==> src/rtl/fp_align_shifter.sv <==
`timescale 1ns/1ps
`default_nettype none
// ============================================================================
// fp_align_shifter : binary32 pre-add exponent alignment, 2-stage pipeline
// Rev 1.0
// ============================================================================
module fp_align_shifter #(
   parameter int EXP_W = 8,
   parameter int MAN_W = 23
) (
   input  logic                   clk,
   input  logic                   rst_n,
   input  logic                   in_valid,
   output logic                   in_ready,
   input  logic [EXP_W+MAN_W:0]   in_a,
   input  logic [EXP_W+MAN_W:0]   in_b,
   output logic                   out_valid,
   input  logic                   out_ready,
   output logic [MAN_W:0]         out_man_large,
   output logic [MAN_W:0]         out_man_small,
   output logic [2:0]             out_grs,
   output logic [EXP_W-1:0]       out_exp,
   output logic                   out_sign_large,
   output logic                   out_eff_sub,
   output logic                   out_special
);

   localparam int FP_W  = EXP_W + MAN_W + 1;
   localparam int SIG_W = MAN_W + 1;
   localparam int EXT_W = SIG_W + 3;
   localparam logic [EXP_W-1:0] EXP_ONE = {{(EXP_W-1){1'b0}}, 1'b1};

   // ---------------------------------------------------------------- unpack
   logic [EXP_W-1:0] w_fld_a, w_fld_b;
   logic [EXP_W-1:0] w_exp_a, w_exp_b;
   logic [SIG_W-1:0] w_man_a, w_man_b;
   logic             w_swap;

   logic [SIG_W-1:0] s1_man_l_d, s1_man_s_d;
   logic [EXP_W-1:0] s1_exp_d, s1_diff_d;
   logic             s1_sign_d, s1_sub_d, s1_spec_d;

   always_comb begin
      w_fld_a = in_a[FP_W-2 -: EXP_W];
      w_fld_b = in_b[FP_W-2 -: EXP_W];
      // Denormals/zero share the minimum normal exponent with no hidden bit
      w_exp_a = (w_fld_a == '0) ? EXP_ONE : w_fld_a;
      w_exp_b = (w_fld_b == '0) ? EXP_ONE : w_fld_b;
      w_man_a = {|w_fld_a, in_a[MAN_W-1:0]};
      w_man_b = {|w_fld_b, in_b[MAN_W-1:0]};
      w_swap  = {w_exp_b, w_man_b} > {w_exp_a, w_man_a};

      s1_man_l_d = w_swap ? w_man_b : w_man_a;
      s1_man_s_d = w_swap ? w_man_a : w_man_b;
      s1_exp_d   = w_swap ? w_exp_b : w_exp_a;
      s1_diff_d  = w_swap ? (w_exp_b - w_exp_a) : (w_exp_a - w_exp_b);
      s1_sign_d  = w_swap ? in_b[FP_W-1] : in_a[FP_W-1];
      s1_sub_d   = in_a[FP_W-1] ^ in_b[FP_W-1];
      s1_spec_d  = (&w_fld_a) | (&w_fld_b);
   end

   // ---------------------------------------------------------------- handshake
   logic             s1_valid_q;
   logic [SIG_W-1:0] s1_man_l_q, s1_man_s_q;
   logic [EXP_W-1:0] s1_exp_q, s1_diff_q;
   logic             s1_sign_q, s1_sub_q, s1_spec_q;
   logic             out_valid_q;
   logic             w_s2_ready;

   assign w_s2_ready = !out_valid_q || out_ready;
   assign in_ready   = !s1_valid_q || w_s2_ready;

   // ---------------------------------------------------------------- stage 1
   always_ff @(posedge clk or negedge rst_n) begin
      if (!rst_n) begin
         s1_valid_q <= 1'b0;
         s1_man_l_q <= '0;
         s1_man_s_q <= '0;
         s1_exp_q   <= '0;
         s1_diff_q  <= '0;
         s1_sign_q  <= 1'b0;
         s1_sub_q   <= 1'b0;
         s1_spec_q  <= 1'b0;
      end else if (in_ready) begin
         s1_valid_q <= in_valid;
         if (in_valid) begin
            s1_man_l_q <= s1_man_l_d;
            s1_man_s_q <= s1_man_s_d;
            s1_exp_q   <= s1_exp_d;
            s1_diff_q  <= s1_diff_d;
            s1_sign_q  <= s1_sign_d;
            s1_sub_q   <= s1_sub_d;
            s1_spec_q  <= s1_spec_d;
         end
      end
   end

   // ---------------------------------------------------------------- align
   logic [EXT_W-1:0] w_ext, w_shifted, w_lost;
   logic [2:0]       w_grs;

   // Shifts of EXT_W or more empty the field, so everything lands in sticky
   always_comb begin
      w_ext     = {s1_man_s_q, 3'b000};
      w_shifted = w_ext >> s1_diff_q;
      w_lost    = w_ext & ~({EXT_W{1'b1}} << s1_diff_q);
      w_grs     = {w_shifted[2], w_shifted[1], w_shifted[0] | (|w_lost)};
   end

   // ---------------------------------------------------------------- stage 2
   logic [SIG_W-1:0] out_man_l_q, out_man_s_q;
   logic [2:0]       out_grs_q;
   logic [EXP_W-1:0] out_exp_q;
   logic             out_sign_q, out_sub_q, out_spec_q;

   always_ff @(posedge clk or negedge rst_n) begin
      if (!rst_n) begin
         out_valid_q <= 1'b0;
         out_man_l_q <= '0;
         out_man_s_q <= '0;
         out_grs_q   <= '0;
         out_exp_q   <= '0;
         out_sign_q  <= 1'b0;
         out_sub_q   <= 1'b0;
         out_spec_q  <= 1'b0;
      end else if (w_s2_ready) begin
         out_valid_q <= s1_valid_q;
         if (s1_valid_q) begin
            out_man_l_q <= s1_man_l_q;
            out_man_s_q <= w_shifted[EXT_W-1:3];
            out_grs_q   <= w_grs;
            out_exp_q   <= s1_exp_q;
            out_sign_q  <= s1_sign_q;
            out_sub_q   <= s1_sub_q;
            out_spec_q  <= s1_spec_q;
         end
      end
   end

   assign out_valid      = out_valid_q;
   assign out_man_large  = out_man_l_q;
   assign out_man_small  = out_man_s_q;
   assign out_grs        = out_grs_q;
   assign out_exp        = out_exp_q;
   assign out_sign_large = out_sign_q;
   assign out_eff_sub    = out_sub_q;
   assign out_special    = out_spec_q;

endmodule
`default_nettype wire
==> config.mk <==
export PLATFORM = sky130hd
export DESIGN_NAME = fp_align_shifter
export DESIGN_NICKNAME = d
export VERILOG_FILES = /design/src/rtl/fp_align_shifter.sv
export SDC_FILE = /design/constraint.sdc
export NUM_CORES = 1
export LEC_CHECK = 0
export CAP_MARGIN = 15
export CORE_ASPECT_RATIO = 1.1
export CORE_MARGIN = 2
export CORE_UTILIZATION = 53
export DETAILED_ROUTE_END_ITERATION = 6
export PLACE_DENSITY_LB_ADDON = 0.12
export RECOVER_POWER = 25
export SYNTH_ARGS = -nofsm -noshare
export SYNTH_HDL_FRONTEND = slang
export SYNTH_SLANG_ARGS = --single-unit
==> constraint.sdc <==
create_clock -name clk -period 2.9 [get_ports clk]
set_input_delay 0.87 -clock clk [delete_from_list [all_inputs] [get_ports clk]]
set_output_delay 0.87 -clock clk [all_outputs]
set_load 0.02 [all_outputs]
==> out/qor.yml <==
outcome:
  status: "complete, but fails checks"
  violations: "setup timing"
clock_network:
  htree_levels: 4
  clkTransAtPathRegs_ps: 60
  cts.root.buffer_cell: "clkbuf_16"
  cts_hold_buffers: 0
  clock-sinks: 131
  numCtsBuffers: 17
  clk_latency_ps: 430
  clock_path_buffers: 2
  cts_tree: "done"
cells_and_area:
  multiInputGateArea_mm2: 0.00494
  drive_gt1_frac: 0.222
  fill_cells: 1087
  diodes: 0
  register_area_mm2: 0.00328
  area_delta_synth_final_pct: 43.7
  final_nets: 1388
yosys:
  ys_ff_latch: 131
  synth_area_leader_cell: "dfrtp_1"
  ys_types: 67
  yosys_warnings: 0
  seq_area_frac_synth: 0.391
  netlist_area_mm2: 0.00838
  async_flop_share: 1.00
  synthFlopType: "dfrtp_1"
  synth_top_area_share: 0.391
  yosys-top-cells-count: "273 x nand2_1, 131 x dfrtp_1, 90 x nor2_1, 60 x a31oi_1, 55 x clkbuf_1"
  syn_avg_cell_area_um2: 8.06
  synth.most_common_cell: "nand2_1"
  yosys-top-cells-area: "dfrtp_1 39%, nand2_1 12%, ha_1 6.0%"
  syn_nets: 1149
  synth_edf_count: 0
  syn-instance-count: 1039
route:
  drt_iter0_drc: 841
  ant_nets: 0
  vias: 8701
  routedWlPerCell_um: 18.4
  avgViaCountPerCell: 5.84
  dr.pass1.iters: 5
  drc: 0
  drt_wl_total_um: 27400
timing:
  period_minus_slack_ps: 3550
  worstMarginPinSlew_ps: 1420
  timing.hold.ws_ps: 468
  drv_slew: 0
  finalHoldViolations: 0
  rsz0062_at_grt: "true"
  finClkSkew_ps: 8.15
  relSlewSlack: 0.0547
  min_period_over_period: 1.23
  setup_viol: 64
  max_freq_ghz: 0.281
  layout_setup_ws_ps: -654
  finalSetupTns_ps: -35040
placed_design:
  dp_slack_ps: -1330
  detailed_place_hpwl_um: 18900
  place_congestion: 0.947
  port_buffers: 131
setup_path:
  slowest_delay_ps: 580
  cp_data_required_time_ps: 3230
  critPathSlowestCell: "or4_4"
  path_cells: "buf_6, or4_4, nor2_4, nor2_4, ha_4, nand4_1, or4_4, nor2_4, a311oi_4, nor2_4, buf_12, buf_16, nand2_1, a31oi_1"
  critPathLaunchType: "primary input"
  critPathKind: "primary input to flip-flop"
  critPathTopFamily: "simple AND/OR/NAND/NOR gates"
  cpMostUsedCell: "nor2_4"
  critPathBufInv: 3
  crit_fanout: 12
  arrival_ps: 3880
  end_kind: "flip-flop"
power:
  totalPowerFinal_mw: 7.66
  cellLeakagePower_nw: 5.50
  p_sw_mw: 2.80
  swShare: 0.365
  power_frac_seq: 0.327
  clkPwrFrac: 0.283
  pwr-share-comb: 0.390
  power.ir.vdd_worst_mv: 0.401
  p_int_mw: 4.87
  p_per_area_mw_per_mm2: 637
hold_path:
  hold_class: "flip-flop to flip-flop"
floorplan:
  core-area_mm2: 0.0156
  initial_core_util: 0.539
  dieArea_mm2: 0.0168
  die_w_um: 124
  num_rows: 48
  io_pins: 132
  die_h_um: 136
global_route:
  antenna_found_initial: 0
  grt_max_degree: 56
  grt_overflow: 0
  grt_pass1_wl_um: 40600
  grt_pass1_vias: 8236
  track_usage: 0.313
job:
  drv_cap: 0
==> power by group through the flow <==
stage / clock [mW] / sequential, mW / combinational [mW]
floorplan: 0 / 2.63 / 1.44
finish: 2.17 / 2.51 / 2.99
global route: 2.26 / 2.54 / 3.23
detailed placement: 0 / 2.53 / 2.77
global placement: 0 / 2.51 / 2.73
CTS: 2.17 / 2.50 / 2.81
==> cells in the final DEF (no fill, tap or decap), types with 5 or more instances in the layout <==
master,count
buf_4,148
and3_1,5
mux4_2,10
nand2_4,5
inv_1,45
clkdlybuf4s50_1,113
a21oi_2,6
nand3_1,19
a22oi_1,6
a211oi_1,6
ha_1,38
clkinvlp_4,6
a22o_1,14
nor3_1,15
a21oi_1,35
buf_6,6
o21ai_0,51
clkbuf_16,21
a31oi_1,57
mux2i_1,28
dlygate4sd2_1,12
nor2_1,88
buf_12,11
nand2_2,19
o31ai_1,6
dfrtp_1,131
nand2_1,249
mux2_2,5
nand4_1,14
nand2b_1,5
o211ai_1,5
==> path summary, 6_finish.rpt <==
kind                               startpoint                end  slack, ps  cells after the start
max in group asynchronous               rst_n  out_man_large[13]        630                      2
worst min register to register  s1_man_l_q[4]   out_man_large[4]        470                      2
worst min-delay path            s1_man_l_q[4]   out_man_large[4]        470                      2
min in group asynchronous               rst_n  out_man_large[23]        760                      1
worst max register to register   s1_diff_q[1]         out_grs[0]        410                      7
worst max-delay path                 in_a[25]     s1_man_s_q[10]       -650                     14
==> worst min-delay path, delay by kind of cell (launching register included) <==
family           cells  cell delay, ps
DFF                  1             340
and+or+nand+nor      2             100
==> through the flow <==
stage	cell area, um2	utilization	instances
floorplan	8460	-	1039
global placement	10900	0.700	1434
global route	12000	0.774	1489
detailed placement	10900	0.700	1434
CTS	11600	0.748	1478
finish	12000	0.774	1489
==> per-layer routing <==
layer | global-route usage | vias to the layer above | wire (um)
li1 | - | 4105 | -
met1 | 0.378 | 4177 | 10800
met2 | 0.551 | 334 | 14000
met3 | 0.0545 | 85 | 1520
met4 | 0.119 | 0 | 1070
met5 | 0 | - | 0
==> flip-flops by register name, summed over array words and instances, names as in the netlist <==
| signal | count |
|---|---|
| out_man_large | 24 |
| out_man_small | 24 |
| s1_man_l_q | 24 |
| s1_man_s_q | 24 |
| out_exp | 8 |
| s1_diff_q | 8 |
| s1_exp_q | 8 |
| out_grs | 3 |
| out_eff_sub | 1 |
| out_sign_large | 1 |
| out_special | 1 |
| out_valid | 1 |
| s1_sign_q | 1 |
| s1_spec_q | 1 |
| s1_sub_q | 1 |
| s1_valid_q | 1 |
==> logic make-up after synthesis <==
logic type                 synth area share
AOI/OAI and AO/OA                     0.184
xor gates and xnor gates            0.00105
buffers and inverters                0.0626
and+or+nand+nor                       0.229
muxes                                0.0671
adders and majority gates            0.0657
DFF                                   0.391
==> cell type report <==
| cell class | instances | area share |
|---|---|---|
| tap | 200 | 0.0208 |
| clock inverter | 13 | 0.0135 |
| timing repair buffer | 300 | 0.232 |
| inverter | 50 | 0.0156 |
| multi-input combinational | 778 | 0.410 |
| sequential | 131 | 0.272 |
| clock buffer | 17 | 0.0353 |
==> what timing repair did <==
action / in CTS / in global routing
gates resized for setup: 44 / 55
endpoints found under the setup margin: 65 / 64
cloned: 1 / 6
pin swaps: 7 / 37
buffers inserted: 13 / 5
Note: power is estimated with default switching activity, not from simulation.
